**config.mk**
```make
export PLATFORM = sky130hd
export DESIGN_NAME = gigabit_ingress_reader
export DESIGN_NICKNAME = d
export VERILOG_FILES = /design/src/rtl/gigabit_ingress_reader.sv
export SDC_FILE = /design/constraint.sdc
export NUM_CORES = 1
export LEC_CHECK = 0
export CORE_MARGIN = 1.5
export CORE_UTILIZATION = 35
export DETAILED_ROUTE_END_ITERATION = 6
export PLACE_DENSITY = 0.54
export REMOVE_ABC_BUFFERS = 1
export SLEW_MARGIN = 20
export SYNTH_ARGS = -nofsm -noshare
export SYNTH_HDL_FRONTEND = slang
export SYNTH_SLANG_ARGS = --single-unit
```
**constraint.sdc**
```tcl
create_clock -name aclk -period 2.9 [get_ports aclk]
set_input_delay 0.435 -clock aclk [delete_from_list [all_inputs] [get_ports aclk]]
set_output_delay 0.435 -clock aclk [all_outputs]
set_load 0.01 [all_outputs]
```
**src/rtl/gigabit_ingress_reader.sv**
```systemverilog
// rtl/gigabit_ingress_reader.sv - frame reader from a URAM ingress ring buffer to an AXI-stream master
//
// Walks frames that a writer has committed into the ingress buffer. Each frame
// is one header word (VLAN in 27:16, byte length in 10:0) followed by
// ceil(len/8) data words. Data words are streamed out on m_* with the VLAN on
// m_tdest. Buffer space is handed back through rd_ptr only after the whole
// frame has been consumed.
//
// Ports:
//   aclk, areset_n      clock, asynchronous active-low reset
//   wr_ptr_committed    writer's committed pointer (MSB is the wrap bit)
//   rd_ptr              words released back to the writer (MSB is the wrap bit)
//   rd_en, rd_addr      URAM read strobe and address
//   rd_data             URAM read data, valid RD_LATENCY cycles after rd_en
//   m_tvalid, m_tready  output stream handshake
//   m_tdata, m_tkeep    beat data (bits 31:0 carry the earlier bytes), byte mask
//   m_tlast, m_tdest    last beat of frame, frame VLAN ID
module gigabit_ingress_reader #(
  parameter int DEPTH      = 4096,
  parameter int ADDR_BITS  = $clog2(DEPTH),
  parameter int RD_LATENCY = 2
) (
  input  logic                 aclk,
  input  logic                 areset_n,
  input  logic [ADDR_BITS:0]   wr_ptr_committed,
  output logic [ADDR_BITS:0]   rd_ptr,
  output logic                 rd_en,
  output logic [ADDR_BITS-1:0] rd_addr,
  input  logic [71:0]          rd_data,
  output logic                 m_tvalid,
  input  logic                 m_tready,
  output logic [63:0]          m_tdata,
  output logic [7:0]           m_tkeep,
  output logic                 m_tlast,
  output logic [11:0]          m_tdest
);

  typedef enum logic [1:0] {IDLE, HDR_WAIT, DATA, RELEASE} state_t;

  state_t                 state;

  // One bit per outstanding read; the top bit marks the cycle rd_data is valid.
  logic [RD_LATENCY-1:0]  rd_pipe;

  logic [10:0]            len_q;
  logic [11:0]            vlan_q;
  logic [8:0]             nwords_q;
  logic [8:0]             issued_q;
  logic [8:0]             out_beat_q;
  logic [ADDR_BITS-1:0]   next_addr_q;

  logic [63:0]            fifo_mem [4];
  logic [1:0]             wr_idx;
  logic [1:0]             rd_idx;
  logic [2:0]             fifo_cnt;
  logic [2:0]             inflight;

  logic                   land;
  logic [11:0]            len_p7;
  logic [8:0]             hdr_nwords;
  logic [3:0]             committed;
  logic                   has_credit;
  logic                   issue_first;
  logic                   issue_data;
  logic                   issue;
  logic                   push;
  logic                   load;
  logic [8:0]             beat_num;
  logic [8:0]             keep_mask;
  logic [7:0]             last_keep;
  logic                   frame_done;
  logic                   unused_bits;

  assign land        = rd_pipe[RD_LATENCY-1];
  assign len_p7      = {1'b0, rd_data[10:0]} + 12'd7;
  assign hdr_nwords  = len_p7[11:3];

  // The output register counts as a FIFO slot so total buffering stays at 4.
  assign committed   = 4'(fifo_cnt) + 4'(m_tvalid) + 4'(inflight);
  assign has_credit  = committed < 4'd4;

  // The first data read goes out on the same edge the header is latched.
  assign issue_first = (state == HDR_WAIT) && land && (hdr_nwords != 9'd0);
  assign issue_data  = (state == DATA) && (issued_q < nwords_q) && has_credit;
  assign issue       = issue_first || issue_data;

  // Only data reads can land while in DATA; the header lands in HDR_WAIT.
  assign push        = land && (state == DATA);
  assign load        = (fifo_cnt != 3'd0) && (!m_tvalid || m_tready);

  assign beat_num    = out_beat_q + 9'd1;
  assign keep_mask   = (9'd1 << len_q[2:0]) - 9'd1;
  assign last_keep   = (len_q[2:0] == 3'd0) ? 8'hFF : keep_mask[7:0];
  assign frame_done  = (state == DATA) && m_tvalid && m_tready && m_tlast;

  assign unused_bits = ^{rd_data[71:64], len_p7[2:0], keep_mask[8]};

  always_ff @(posedge aclk) begin
    if (push) begin
      fifo_mem[wr_idx] <= rd_data[63:0];
    end
  end

  always_ff @(posedge aclk or negedge areset_n) begin
    if (!areset_n) begin
      state       <= IDLE;
      rd_ptr      <= '0;
      rd_en       <= 1'b0;
      rd_addr     <= '0;
      m_tvalid    <= 1'b0;
      m_tlast     <= 1'b0;
      m_tkeep     <= '0;
      m_tdata     <= '0;
      m_tdest     <= '0;
      rd_pipe     <= '0;
      len_q       <= '0;
      vlan_q      <= '0;
      nwords_q    <= '0;
      issued_q    <= '0;
      out_beat_q  <= '0;
      next_addr_q <= '0;
      wr_idx      <= '0;
      rd_idx      <= '0;
      fifo_cnt    <= '0;
      inflight    <= '0;
    end else begin
      rd_en      <= 1'b0;
      rd_pipe[0] <= rd_en;
      for (int i = 1; i < RD_LATENCY; i++) begin
        rd_pipe[i] <= rd_pipe[i-1];
      end

      if (push) begin
        wr_idx <= wr_idx + 2'd1;
      end
      fifo_cnt <= fifo_cnt + 3'(push) - 3'(load);
      inflight <= inflight + 3'(issue) - 3'(push);

      if (load) begin
        rd_idx     <= rd_idx + 2'd1;
        m_tvalid   <= 1'b1;
        m_tdata    <= fifo_mem[rd_idx];
        m_tkeep    <= (beat_num == nwords_q) ? last_keep : 8'hFF;
        m_tlast    <= (beat_num == nwords_q);
        m_tdest    <= vlan_q;
        out_beat_q <= beat_num;
      end else if (m_tready) begin
        m_tvalid <= 1'b0;
      end

      case (state)
        IDLE: begin
          if (rd_ptr != wr_ptr_committed) begin
            rd_en   <= 1'b1;
            rd_addr <= rd_ptr[ADDR_BITS-1:0];
            state   <= HDR_WAIT;
          end
        end

        HDR_WAIT: begin
          if (land) begin
            len_q      <= rd_data[10:0];
            vlan_q     <= rd_data[27:16];
            nwords_q   <= hdr_nwords;
            out_beat_q <= '0;
            if (hdr_nwords == 9'd0) begin
              state <= RELEASE;
            end else begin
              rd_en       <= 1'b1;
              rd_addr     <= rd_ptr[ADDR_BITS-1:0] + ADDR_BITS'(1);
              next_addr_q <= rd_ptr[ADDR_BITS-1:0] + ADDR_BITS'(2);
              issued_q    <= 9'd1;
              state       <= DATA;
            end
          end
        end

        DATA: begin
          if (issue_data) begin
            rd_en       <= 1'b1;
            rd_addr     <= next_addr_q;
            next_addr_q <= next_addr_q + ADDR_BITS'(1);
            issued_q    <= issued_q + 9'd1;
          end
          if (frame_done) begin
            state <= RELEASE;
          end
        end

        RELEASE: begin
          rd_ptr <= rd_ptr + (ADDR_BITS+1)'(nwords_q) + (ADDR_BITS+1)'(1);
          state  <= IDLE;
        end

        default: state <= IDLE;
      endcase
    end
  end

endmodule

```
==> qor.yml, run 1 <==
die:
  num_rows: 83
  fp.dieW_um: 232.4
  initial_core_util_pct: 35.67
  die_height_um: 232.4
  dieArea_um2: 53990
  coreArea_um2: 51610
  ioPinCount: 200
synthesis:
  avgSynthCellArea_um2: 15.46
  ys_async_sr_fraction_pct: 41.28
  ys_seq_elements: 436
  synth-edff-count: 256
  synthFlopType: "edfxtp_1"
  netlist_area_um2: 18410
  yosysWarnings: 0
  yosysUniqueCellTypes: 69
  postSynthCellCount: 1191
  yosysSeqAreaShare_pct: 66.22
pwr:
  p_comb_share_pct: 36.5
  p_switching_w: 0.007866
  cellInternalPower_w: 0.01663
  p_per_area_nw_per_um2: 1052
  seq_power_share_pct: 38.0
  vdd_ir_drop_max_mv: 0.4567
  clkPwrFrac_pct: 25.5
  switching_share_pct: 32.11
  total_power_w: 0.02450
  p_leak_nw: 8.685
placement:
  gp_congestion: 0.8193
  post_dp_cell_area_um2: 21640
  place_ws_ns: -0.2369
  io_buffers: 191
  hpwl_um: 28590
grt:
  antenna_found_initial: 3
  grt_pass1_vias: 11380
  grt_max_degree: 68
  grt_first_pass_wirelength_um: 68200
  grtUsageTotal_pct: 16.64
  overflow: 0
sta:
  rsz0062_at_grt: "false"
  hold_viol: 0
  finalMaxSlewViolations: 0
  max_slew_margin_pct: 43.19
  fmaxAchievable_mhz: 370.7
  tightestPinTransition_ns: 0.8456
  skew_ns: 0.02823
  finalSetupViolCount: 0
  period_minus_slack_ns: 2.698
  timing.final.crit_share_pct: 93.02
  fin_ws_ns: 0.2024
cells_and_area:
  fill_cells: 4553
  final_area_um2: 23300
  layout-drive-gt1-share_pct: 21.71
  final_common_cell: "edfxtp_1"
  syn_to_final_growth_pct: 26.54
  final_cell_mix: "256 x edfxtp_1, 190 x clkdlybuf4s50_1, 178 x dfrtp_1"
  antenna_cells: 0
  fin_nets: 1577
clock_tree:
  cts_made_buffers: 49
  h-tree-depth: 2
  worstSkewPairLatency_ns: 0.58
  cts_tree: "done"
  cts-root-buf: "clkbuf_16"
  path_clk_slew_ns: 0.06
  cts.path.max_buffers: 3
  cts_num_sinks: 436
worst_setup_path:
  worst_ep_arrival_time_ns: 3.16
  worst_setup_path_end_kind: "flop"
  crit_fanout: 3
  startpoint_type: "flop"
  r2r-start: "state[0]$_DFFE_PN0P_"
  path_class: "flop to flop"
  critPathLaunch: "state[0]$_DFFE_PN0P_"
  required_ns: 3.36
detailed_routing:
  wl_um: 44040
  wl_per_cell_um: 20.31
  vias: 10860
  dr.first_iter.drc_count: 735
  drt_pass1_iterations: 6
  drc: 0
  final_antenna_net_count: 0
  viasPerCell: 5.010
run_status:
  outcome: "finished, final reports clean"
worst_hold_path:
  hold_path.class: "flop to flop"
  hold_start: "rd_pipe[0]$_DFF_PN0_"
flow_run:
  maxCapViolCount: 0
[repair_timing]
action                     4_1_cts  5_1_grt
hold buffers                     1        0
gates resized for setup          0        1
buffers inserted                 0        0
hold endpoints to repair        62        0
setup endpoints to repair        0        2
[power by group through the flow]
stage	logic, W	clock network, W	registers [W]
2_1_floorplan	0.00505	0	0.00963
3_3_place_gp	0.00894	0	0.00943
3_5_place_dp	0.00904	0	0.00946
4_1_cts	0.00908	0.00643	0.00935
5_1_grt	0.00983	0.00669	0.00954
6_report	0.00895	0.00624	0.00932
[cell type report]
| cell class | instances | area (µm²) | share of cell area, % |
|---|---|---|---|
| inverters | 42 | 157.7 | 0.6767 |
| repair buffers | 267 | 2601 | 11.17 |
| well taps | 680 | 850.8 | 3.652 |
| clock buffers | 74 | 1391 | 5.972 |
| multi-input cells | 652 | 5857 | 25.14 |
| flip-flops and latches | 436 | 12200 | 52.36 |
| clock inverters | 17 | 240.2 | 1.031 |
[cells by family (layout without fill, tap and decap cells)]
family | after synthesis | after routing | share of synthesized area (%)
flops | 436 | 436 | 66.22
simple gates | 251 | 251 | 6.531
mux | 165 | 165 | 14.07
compound gates | 128 | 128 | 4.846
buf+inv | 103 | 400 | 2.236
xor+xnor | 67 | 67 | 3.187
fa+ha+maj | 41 | 41 | 2.909
[sequential cells by signal (all words and copies together), names as in the netlist, 3 cells and up]
name,count
fifo_cnt,3
fifo_mem,256
rd_ptr,13
inflight,3
m_tdata,64
vlan_q,12
m_tdest,12
rd_addr,12
next_addr_q,12
nwords_q,9
issued_q,9
m_tkeep,8
len_q,3
out_beat_q,9
[synthesized netlist by cell type, types with 9 or more instances]
cell / count / area (µm²)
and3_1: 18 / 112.6
o21ai_0: 41 / 205.2
xor2_1: 18 / 157.7
mux4_2: 64 / 1441
nand4_1: 14 / 87.58
edfxtp_1: 256 / 7687
nand3_1: 25 / 125.1
buf_1: 9 / 33.78
nor2_1: 43 / 161.4
dfrtp_1: 180 / 4504
mux2_2: 85 / 957.2
xnor2_1: 49 / 429.2
nand2_1: 103 / 386.6
ha_1: 38 / 475.5
inv_1: 41 / 153.9
nor3_1: 14 / 70.07
a21oi_1: 18 / 90.09
clkbuf_1: 42 / 157.7
[worst max-delay path, cell delays in order (launching register included)]
cell	delay (ns)
dfrtp_1	0.37
inv_1	0.08
ha_1	0.18
inv_2	0.05
nor4_1	0.34
o2111ai_2	0.24
nor2_1	0.22
nor2_1	0.10
ha_1	0.27
inv_1	0.05
ha_1	0.12
inv_1	0.05
fa_1	0.37
xnor2_1	0.14
[worst paths after layout]
| kind | end | depth (start not counted) | slack (ns) |
|---|---|---|---|
| worst min register to register | rd_pipe[1]$_DFF_PN0_ | 0 | 0.35 |
| min in group asynchronous | m_tdata[37]$_DFFE_PN0P_ | 2 | 0.45 |
| worst max register to register | inflight[2]$_DFF_PN0_ | 13 | 0.20 |
| max in group asynchronous | m_tdata[17]$_DFFE_PN0P_ | 3 | 1.70 |
| worst max-delay path | inflight[2]$_DFF_PN0_ | 13 | 0.20 |
| worst min-delay path | rd_pipe[1]$_DFF_PN0_ | 0 | 0.35 |
[per-layer routing]
metal / global-route usage, % / routed length (µm)
met5: 0 / 34
met4: 4.322 / 864
met3: 3.463 / 2215
met2: 27.06 / 21110
met1: 22.63 / 19810
[through the flow]
stage	instances	hold slack, ns	setup TNS [ns]	util (%)
3_3_place_gp	2076	0.3414	-0.5917	41.93
3_5_place_dp	2076	0.3404	-0.9443	41.93
6_report	2168	0.3500	0	45.14
5_1_grt	2168	0.3683	0	45.14
4_1_cts	2168	0.3539	0	45.11
2_1_floorplan	1130	0.1394	-343.01	-
No activity file was read; power rests on OpenSTA's default activity.
==> run 2: changes to the inputs <==
--- a/config.mk
+++ b/config.mk
@@ -10,7 +10,7 @@
 export DETAILED_ROUTE_END_ITERATION = 6
 export PLACE_DENSITY = 0.54
 export REMOVE_ABC_BUFFERS = 1
-export SLEW_MARGIN = 20
 export SYNTH_ARGS = -nofsm -noshare
 export SYNTH_HDL_FRONTEND = slang
 export SYNTH_SLANG_ARGS = --single-unit
+export TNS_END_PERCENT = 5
==> results of run 2 <==
The final DEF is identical to that of run 1; final timing and power are the same.
